**config.mk**
```make
export PLATFORM = sky130hd
export DESIGN_NAME = mjb_auto_player
export DESIGN_NICKNAME = d
export VERILOG_FILES = /design/src/rtl/mjb_auto_player.sv
export SDC_FILE = /design/constraint.sdc
export NUM_CORES = 1
export LEC_CHECK = 0
export ABC_AREA = 1
export ABC_CLOCK_PERIOD_IN_PS = 1400
export CAP_MARGIN = 20
export CORE_ASPECT_RATIO = 1.75
export CORE_MARGIN = 2
export CORE_UTILIZATION = 50
export CTS_BUF_LIST = sky130_fd_sc_hd__clkbuf_8 sky130_fd_sc_hd__clkbuf_16
export CTS_CLUSTER_DIAMETER = 40
export DETAILED_ROUTE_END_ITERATION = 8
export DONT_BUFFER_PORTS = 1
export GPL_TIMING_DRIVEN = 0
export PLACE_DENSITY = 0.8
export RECOVER_POWER = 50
export SKIP_CTS_REPAIR_TIMING = 1
export SLEW_MARGIN = 20
export SYNTH_ARGS = -nofsm -noshare
export SYNTH_HDL_FRONTEND = slang
export SYNTH_SLANG_ARGS = --single-unit
```
**constraint.sdc**
```tcl
create_clock -name ck -period 1.4 [get_ports ck]
set_input_delay 0.28 -clock ck [delete_from_list [all_inputs] [get_ports ck]]
set_output_delay 0.28 -clock ck [all_outputs]
set_load 0.02 [all_outputs]
```
**src/rtl/mjb_auto_player.sv**
```systemverilog
// mjb_auto_player: automated MukJjiBba opponent pressing one of three active-low throw buttons.
// Optional macro MJB_FORCE_THROW_EN adds force_gbb to override the pseudo-random pick.
module mjb_auto_player #(
  parameter int unsigned HOLD_CYCLES = 4,
  parameter int unsigned GAP_CYCLES  = 2,
  parameter logic [7:0]  LFSR_SEED   = 8'hA5
) (
  input  logic       ck,
  input  logic       reset,
  input  logic       enable,
  input  logic       start,
`ifdef MJB_FORCE_THROW_EN
  input  logic [1:0] force_gbb,
`endif
  output logic       R_n,
  output logic       S_n,
  output logic       P_n,
  output logic [1:0] gbb_out,
  output logic       busy,
  output logic       done,
  output logic [7:0] throw_count
);

  typedef enum logic [1:0] {
    IDLE    = 2'd0,
    PICK    = 2'd1,
    PRESS   = 2'd2,
    RELEASE = 2'd3
  } state_t;

  localparam logic [7:0] HOLD_LOAD = 8'(HOLD_CYCLES - 1);
  localparam logic [7:0] GAP_LOAD  = 8'(GAP_CYCLES - 1);

  // x^8+x^6+x^5+x^4+1, shifting left with feedback into bit 0
  function automatic logic [7:0] lfsr_step(input logic [7:0] v);
    return {v[6:0], v[7] ^ v[5] ^ v[4] ^ v[3]};
  endfunction

  // Button levels ordered {R_n, S_n, P_n} for a throw code
  function automatic logic [2:0] buttons_for(input logic [1:0] code);
    logic [2:0] b;
    case (code)
      2'b01:   b = 3'b011;
      2'b10:   b = 3'b101;
      2'b11:   b = 3'b110;
      default: b = 3'b111;
    endcase
    return b;
  endfunction

  state_t     state_r, state_s;
  logic [7:0] lfsr_r, lfsr_s;
  logic [7:0] hold_r, hold_s;
  logic [7:0] gap_r, gap_s;
  logic [1:0] gbb_s;
  logic [1:0] cand_s;
  logic [7:0] count_s;
  logic       done_s;
  logic [2:0] btn_s;

  // Next-state, counter, LFSR and registered-output values
  always_comb begin
    state_s = state_r;
    lfsr_s  = lfsr_r;
    hold_s  = hold_r;
    gap_s   = gap_r;
    gbb_s   = gbb_out;
    count_s = throw_count;
    done_s  = 1'b0;
    btn_s   = 3'b111;
`ifdef MJB_FORCE_THROW_EN
    if (force_gbb != 2'b00) begin
      cand_s = force_gbb;
    end else begin
      cand_s = lfsr_r[1:0];
    end
`else
    cand_s = lfsr_r[1:0];
`endif

    case (state_r)
      IDLE: begin
        if (start && enable) begin
          state_s = PICK;
        end else begin
          state_s = IDLE;
        end
      end
      PICK: begin
        if (!enable) begin
          state_s = IDLE;
          gbb_s   = 2'b00;
        end else begin
          lfsr_s = lfsr_step(lfsr_r);
          if (cand_s != 2'b00) begin
            gbb_s   = cand_s;
            hold_s  = HOLD_LOAD;
            state_s = PRESS;
          end else begin
            state_s = PICK;
          end
        end
      end
      PRESS: begin
        if (!enable) begin
          state_s = IDLE;
          gbb_s   = 2'b00;
        end else if (hold_r != 8'd0) begin
          hold_s = hold_r - 8'd1;
        end else begin
          gap_s   = GAP_LOAD;
          state_s = RELEASE;
        end
      end
      RELEASE: begin
        if (!enable) begin
          state_s = IDLE;
          gbb_s   = 2'b00;
        end else if (gap_r != 8'd0) begin
          gap_s = gap_r - 8'd1;
        end else begin
          state_s = IDLE;
          done_s  = 1'b1;
          count_s = throw_count + 8'd1;
        end
      end
      default: begin
        state_s = IDLE;
        gbb_s   = 2'b00;
      end
    endcase

    // Buttons follow the upcoming state so they are registered without extra latency
    if (state_s == PRESS) begin
      btn_s = buttons_for(gbb_s);
    end else begin
      btn_s = 3'b111;
    end
  end

  // State and output registers with synchronous reset
  always_ff @(posedge ck) begin
    if (reset) begin
      state_r         <= IDLE;
      lfsr_r          <= LFSR_SEED;
      hold_r          <= 8'd0;
      gap_r           <= 8'd0;
      gbb_out         <= 2'b00;
      throw_count     <= 8'd0;
      done            <= 1'b0;
      busy            <= 1'b0;
      {R_n, S_n, P_n} <= 3'b111;
    end else begin
      state_r         <= state_s;
      lfsr_r          <= lfsr_s;
      hold_r          <= hold_s;
      gap_r           <= gap_s;
      gbb_out         <= gbb_s;
      throw_count     <= count_s;
      done            <= done_s;
      busy            <= (state_s != IDLE);
      {R_n, S_n, P_n} <= btn_s;
    end
  end

endmodule

```
* Yosys cells after proc, flatten, opt, wreduce, memory -nomap -nowiden
Index checks and enable logic that the tools add are counted.
** Word-level totals
- Register bits :: 41
- Bits of input ports :: 4
- Logic and storage cells :: 74
** Operators by class
- $add $sub $neg :: 3
- Equality and inequality tests :: 14
- Mux-type cells :: 24
- Bitwise logic cells :: 7
- Reduce and logical (&&, ||, !) cells :: 15
** Operators with widths (number)
- $mux 8 :: 8
- $pmux 8 s2 :: 2
- $mux 2 :: 9
- $reduce_bool 8->1 :: 2
- $sub 8x1->8 const B :: 2
- $ne 2x2->1 const B :: 7
- $eq 2x2->1 const B :: 5
- $reduce_and 5->1 :: 2
- $pmux 3 s3 :: 1
- $add 8x1->8 const B :: 1
- $pmux 2 s4 :: 1
- $reduce_bool 2->1 :: 4
- $eq 2x1->1 const B :: 2
- $not 1->1 :: 4
- $pmux 2 s2 :: 1
- $reduce_or 2->1 :: 2
- $reduce_and 3->1 :: 1
- $reduce_or 3->1 :: 1
- $xor 1x1->1 :: 3
- $logic_not 2->1 :: 1
- $mux 1 :: 2
- $reduce_and 2->1 :: 1
- $logic_and 1x1->1 :: 1

* Longest topological paths before layout
Gate-level depths: netlist of run 1.
- Depth in word-level cells :: 7
- Gate-level depth with buffers :: 10
- Gate-level depth less buffers :: 9

* Worst setup path after synthesis of run 1
No wires, ideal clock.
- Path type :: register to register
- Start :: register gap_r[0]
- End :: register throw_count[6]
- Library setup time :: 0.113 ns
- Arrival :: 1.316 ns
- Slack :: -0.029 ns
- Stages on the path, launching flop included :: 10
- Buffers on the path :: 0
- Clock period less this slack :: 1.429 ns
- Cells stage by stage :: dfxtp_1 > inv_1 > ha_1 > nand3_1 > nor2_1 > nand2_1 > nor3_1 > nand2_1 > nand2_1 > nor2_1
** Between the ends
- Word-level cells in the longest chain between the ends :: 3
** Ends and longest elaborated chain
- start: declaration :: line 54 : logic [7:0] gap_r, gap_s;
- start signal: assignment :: line 157 : gap_r <= gap_s;
- $reduce_bool 8->1 :: line 119 : end else if (gap_r != 8'd0) begin
- $not 1->1 (no line)
- $reduce_and 3->1 (no line)
- end signal: assignment :: line 159 : throw_count <= count_s;
- end: declaration :: line 21 : output logic [7:0] throw_count
No other way between the ends.
A chain may end at the register's enable or synchronous reset.

* Worst setup path in the final report of run 1
- Start :: register gap_r[1]
- End :: register gap_r[1]
** Between the ends
- Word-level cells in the longest chain between the ends :: 4
** Ends and longest elaborated chain
- $sub 8x1->8 :: line 120 : gap_s = gap_r - 8'd1;
- $mux 8 :: line 119
- $mux 8 :: line 116 : if (!enable) begin
- $pmux 8 s2 :: line 81 : case (state_r)
Several ways; a longest one is shown, not always the timed one. The select of a mux whose other input is x is not followed.

==> results of run 1 <==
[placed cells by master (no fill, tap or decap), drive strengths merged]
master,n
a21oi,24
buf,11
clkbuf,11
clkinv,1
dfxtp,41
ha,5
inv,33
nand2,70
nand3,21
nand3b,1
nand4,6
nor2,49
nor3,5
nor3b,1
nor4,1
o21a,1
o21ai,15
o21bai,2
or2,3
xnor2,4
xor2,3
[layer usage]
| layer | share of wire, % | GRT usage (%) |
|---|---|---|
| met1 | 37 | 19.59 |
| met2 | 57 | 39.13 |
| met5 | 0 | 0 |
| met4 | 3.3 | 11.42 |
| met3 | 2.8 | 4.899 |
[registers in the layout, summed over array words and instances (netlist names)]
name,cells
P_n,1
R_n,1
S_n,1
busy,1
done,1
gap_r,8
gbb_out,2
hold_r,8
lfsr_r,8
state_r,2
throw_count,8
[worst max-delay path, cell delays in order, from the launching register on]
cell and delay [ps]:
dfxtp_2 340, inv_2 70, ha_4 140, nand3_4 80, o21ai_4 220, nand2_4 110, clkbuf_16 170, o21ai_1 120
nor2_1 60
[stage by stage]
stage / setup WS, ps / setup TNS (ps) / total power [µW]
floorplan: -24.40 / -24.40 / 1481
global placement: -306.6 / -4440 / 1529
detailed placement: -310.4 / -5586 / 1539
CTS: -316.0 / -4888 / 2383
global route: -95.13 / -1037 / 2553
finish: -44.98 / -89.18 / 2465
[path summary, 6_finish.rpt]
| path | endpoint | slack [ps] | cells past startpoint |
|---|---|---|---|
| hold / removal | state_r[0] | 230 | 4 |
| setup / recovery | gap_r[1] | -40 | 8 |
| setup reg to reg | gap_r[1] | -40 | 8 |
| hold reg to reg | lfsr_r[7] | 490 | 2 |
[final cells by class]
cell class                      count  area [µm²]  area share (%)
Buffer                              4       27.53           1.098
Inverter                           33       128.9           5.142
Clock inverter                      1       5.005          0.1997
Tap cell                           48       60.06           2.396
Clock buffer                        7       96.34           3.844
Sequential cell                    41       847.1           33.80
Multi-Input combinational cell    211        1241           49.53
Timing Repair Buffer               11       100.1           3.994
[power groups by stage]
stage / clock [µW] / sequential [µW] / combinational [µW]
after floorplan: 0 / 1260 / 217
after global placement: 0 / 1270 / 259
after detailed placement: 0 / 1270 / 267
after CTS: 870 / 1240 / 269
after global routing: 916 / 1250 / 385
final: 868 / 1240 / 352
[cells by family after synthesis]
| group | count (synthesis) | share of synthesized area [%] |
|---|---|---|
| compound gates | 42 | 11.64 |
| xor+xnor | 7 | 3.017 |
| fa+ha+maj | 5 | 3.079 |
| buf+inv | 37 | 7.204 |
| flops | 41 | 40.39 |
| simple gates | 157 | 34.67 |
==> results.cfg, run 1 <==
[yosys]
netlist_area_mm2 = 0.002032
postSynthAreaPerCell_um2 = 7.031
synth.most_common_cell = nand2_1
synth_common_cells = 65 x nand2_1, 44 x nor2_1, 41 x dfxtp_1
synth-edff-count = 0
ys_types = 30
synthesis.nets = 298
synthCells = 289
yosysWarningCount = 0
postSynthRegisterBits = 41
yosys.area.top_type = dfxtp_1
synth_top_area_share_pct = 40.39
synth_flop_cell = dfxtp_1
ys_async_sr_fraction_pct = 0
netlist_top_cells_area = dfxtp_1 40%, nand2_1 12%, nor2_1 8.1%, inv_1 5.7%, a21oi_1 5.7%
synth-seq-area-share_pct = 40.39

[outcome]
violations = setup timing
status = finished with violations

[placed_design]
place_area_mm2 = 0.002092
place_hpwl_um = 3182
placed_cells = 337
gp_congestion = 0.8584
numPortBuffers = 0

[sta]
setup_slack_ps = -44.98
drv_slew = 0
period_share_pct = 103.2
worst_slew_pin_slew_ps = 529.8
maxSlewHeadroom_pct = 64.68
hold_viol_final = 0
setup-violations-final = 6
fin_crit_ps = 1445
skew_ps = 12.08
rsz0062_at_grt = yes
fmax_mhz = 692.1
hold_ws_ps = 228.7

[power_and_ir_drop]
vdd_drop_max_v = 0.0007253
combPwrFrac_pct = 14.3
clockPowerShare_pct = 35.2
power.switching_uw = 682.9
power_frac_seq_pct = 50.5
power.internal_uw = 1782
p_leak_uw = 0.001043
p_sw_share_pct = 27.71
p_per_area_mw_per_mm2 = 983.5

[flow_run]
maxCapViolations = 0

[worst_setup_path]
start_kind = register
startpoint = gap_r[1]
cp_data_required_time_ps = 1570
cp-end-kind = register
reg2reg_from = gap_r[1]
arrival_ps = 1620
critPathMaxFanout = 6
crit_type = reg2reg

[detailed_routing]
vias = 1943
detail_route.wl_per_cell_um = 14.02
drc = 0
drtIter0Drc = 65
routed_wl_um = 4990
antenna_left = 0
avgViaCountPerCell = 5.458
drtPass1Iterations = 4

[grt]
grt_pass1_vias = 1711
grt_max_degree = 13
grt_usage_pct = 20.67
overflow = 0
antenna_found_initial = 0
grt_pass1_wl_um = 7086

[min_path]
holdCritStartpoint = enable
hold_path.class = in2reg

[die]
dieArea_mm2 = 0.004610
pin_count = 19
rows = 30
core_mm2 = 0.003904
die_w_um = 52.19
dieHeight_um = 88.33
start_util_pct = 52.05

[final_layout]
n_antenna_cell = 0
syn_to_final_growth_pct = 23.34
drive_above_1_share_pct = 25.00
nFillCells = 335
nets = 316
postLayoutCellArea_mm2 = 0.002506
instances_no_fill = 356
finish.utilization_pct = 64.20

[clock_network]
cts_buffer_depth = 2
clock_sinks = 41
cts_tree = done
cts_buffers = 5
clock_latency_ps = 300
clock-root-buffer = clkbuf_8
clkTransAtPathRegs_ps = 80
cts_max_level = 2
Power figures use the tool's default switching activity.
==> inputs of run 2 (changes only) <==
Settings changed: MAX_ROUTING_LAYER from default to met4, PLACE_DENSITY 0.8 to 0.79.
==> run 2 against run 1 <==
- the flow still finishes with violations (setup timing)
- final cell count increased by 2.5%
- die area unchanged
- global-route usage increased by 0.18 points
- combinational power increased by 9.4%
- via count increased by 0.31%
- largest power group unchanged
==> results.cfg, run 2 (synthesis gave the netlist of run 1 again) <==
[die]
die_w_um = 52.19
pin_count = 19
dieHeight_um = 88.33
dieArea_mm2 = 0.004610
rows = 30
core_mm2 = 0.003904
start_util_pct = 52.05

[detailed_routing]
dr.max_layer_used = met4
drc = 0
avgViaCountPerCell = 5.340
vias = 1949
routed_wl_um = 5106
antenna_left = 0
wl_met2_um = 2972
wl_met1_um = 1908
drtIter0Drc = 70
detail_route.wl_per_cell_um = 13.99
drtPass1Iterations = 4
dr_wl_met3_um = 108

[worst_setup_path]
slowest_stage = dfxtp_4
reg2reg_from = gap_r[0]
cp-end-kind = register
cpPeakStageDelay_ps = 360
startpoint = gap_r[0]
crit_type = reg2reg
worstPathCellList = inv_4 > ha_4 > nand3_4 > o21ai_4 > nand2_4 > buf_6 > a21oi_2 > nor2_1
critPathMaxFanout = 6
cp_data_required_time_ps = 1590
start_kind = register
arrival_ps = 1600

[placed_design]
placed_cells = 337
dpl_worst_slack_ps = -286.4
gp_congestion = 0.8786
place_hpwl_um = 3148
numPortBuffers = 0

[grt]
antenna_found_initial = 0
overflow = 0
grt_pass1_wl_um = 7113
grt_pass1_vias = 1712
grt_max_degree = 13
grt_usage_pct = 20.84

[final_layout]
final_common_cell = nand2_1
n_antenna_cell = 0
final_cell_mix = 58 x nand2_1, 36 x nor2_1, 26 x dfxtp_1
nets = 325
instances_no_fill = 365
nFillCells = 299
syn_to_final_growth_pct = 27.59
drive_above_1_share_pct = 31.23
finish.utilization_pct = 66.41

[outcome]
violations = setup timing
status = finished with violations

[sta]
setup-violations-final = 2
rsz0062_at_grt = yes
skew_ps = 10.11
fmax_mhz = 711.2
worst_slew_pin_slew_ps = 562.7
period_share_pct = 100.4
hold_ws_ps = 225.3
fin_crit_ps = 1406
maxSlewHeadroom_pct = 62.48
hold_viol_final = 0
setup_slack_ps = -6.038
drv_slew = 0

[min_path]
holdCritStartpoint = enable
hold_path.class = in2reg

[clock_network]
clock_sinks = 41
cts_buffer_depth = 2
cts_tree = done
clkTransAtPathRegs_ps = 80
cts_buffers = 5
clock-root-buffer = clkbuf_8
cts_max_level = 2
clock_latency_ps = 300

[flow_run]
maxCapViolations = 0

[power_and_ir_drop]
vdd_drop_max_v = 0.0006236
p_leak_uw = 0.001086
p_per_area_mw_per_mm2 = 962.3
-- run 2: metal layers --
layer	up-vias	global-route usage, %
li1	984	-
met1	926	21.26
met2	29	37.05
met3	10	4.561
met4	0	9.557
met5	-	-
-- run 2: stage by stage --
| step | setup TNS [ps] | instance area, µm² | total power (µW) |
|---|---|---|---|
| final | -7.817 | 2592 | 2495 |
| after CTS | -4805 | 2193 | 2392 |
| after global placement | -4682 | 2092 | 1530 |
| after global routing | -996.4 | 2592 | 2587 |
| after detailed placement | -5368 | 2092 | 1538 |
| after floorplan | -24.40 | 2032 | 1481 |
-- run 2: power by group --
part           internal (µW)  total [µW]  switching (µW)
sequential              1200        1250            47.6
clock                    446         860             415
combinational            160         385             226
total                   1810        2490             688
-- run 2: layout make-up --
cell class	count	area (µm²)	area share, %
sequential	41	849.6	32.77
buffer	4	23.77	0.9170
clock buffer	7	96.34	3.716
inverter	33	131.4	5.068
tap	48	60.06	2.317
multi-input combinational	211	1265	48.79
clock inverter	1	5.005	0.1930
timing repair buffer	20	161.4	6.226
-- run 2: worst paths after layout --
path / end / slack (ps) / cells after the start
worst max-delay path: gap_r[5] / -6 / 8
worst max register to register: gap_r[5] / -6 / 8
worst min-delay path: state_r[0] / 230 / 4
worst min register to register: gap_r[7] / 470 / 2
-- run 2: critical path: cells and delay by family, from the launching register on --
| family | cells | cell delay, ps |
|---|---|---|
| fa+ha+maj | 1 | 140 |
| simple gates | 3 | 240 |
| flops | 1 | 360 |
| buf+inv | 2 | 210 |
| compound gates | 2 | 350 |
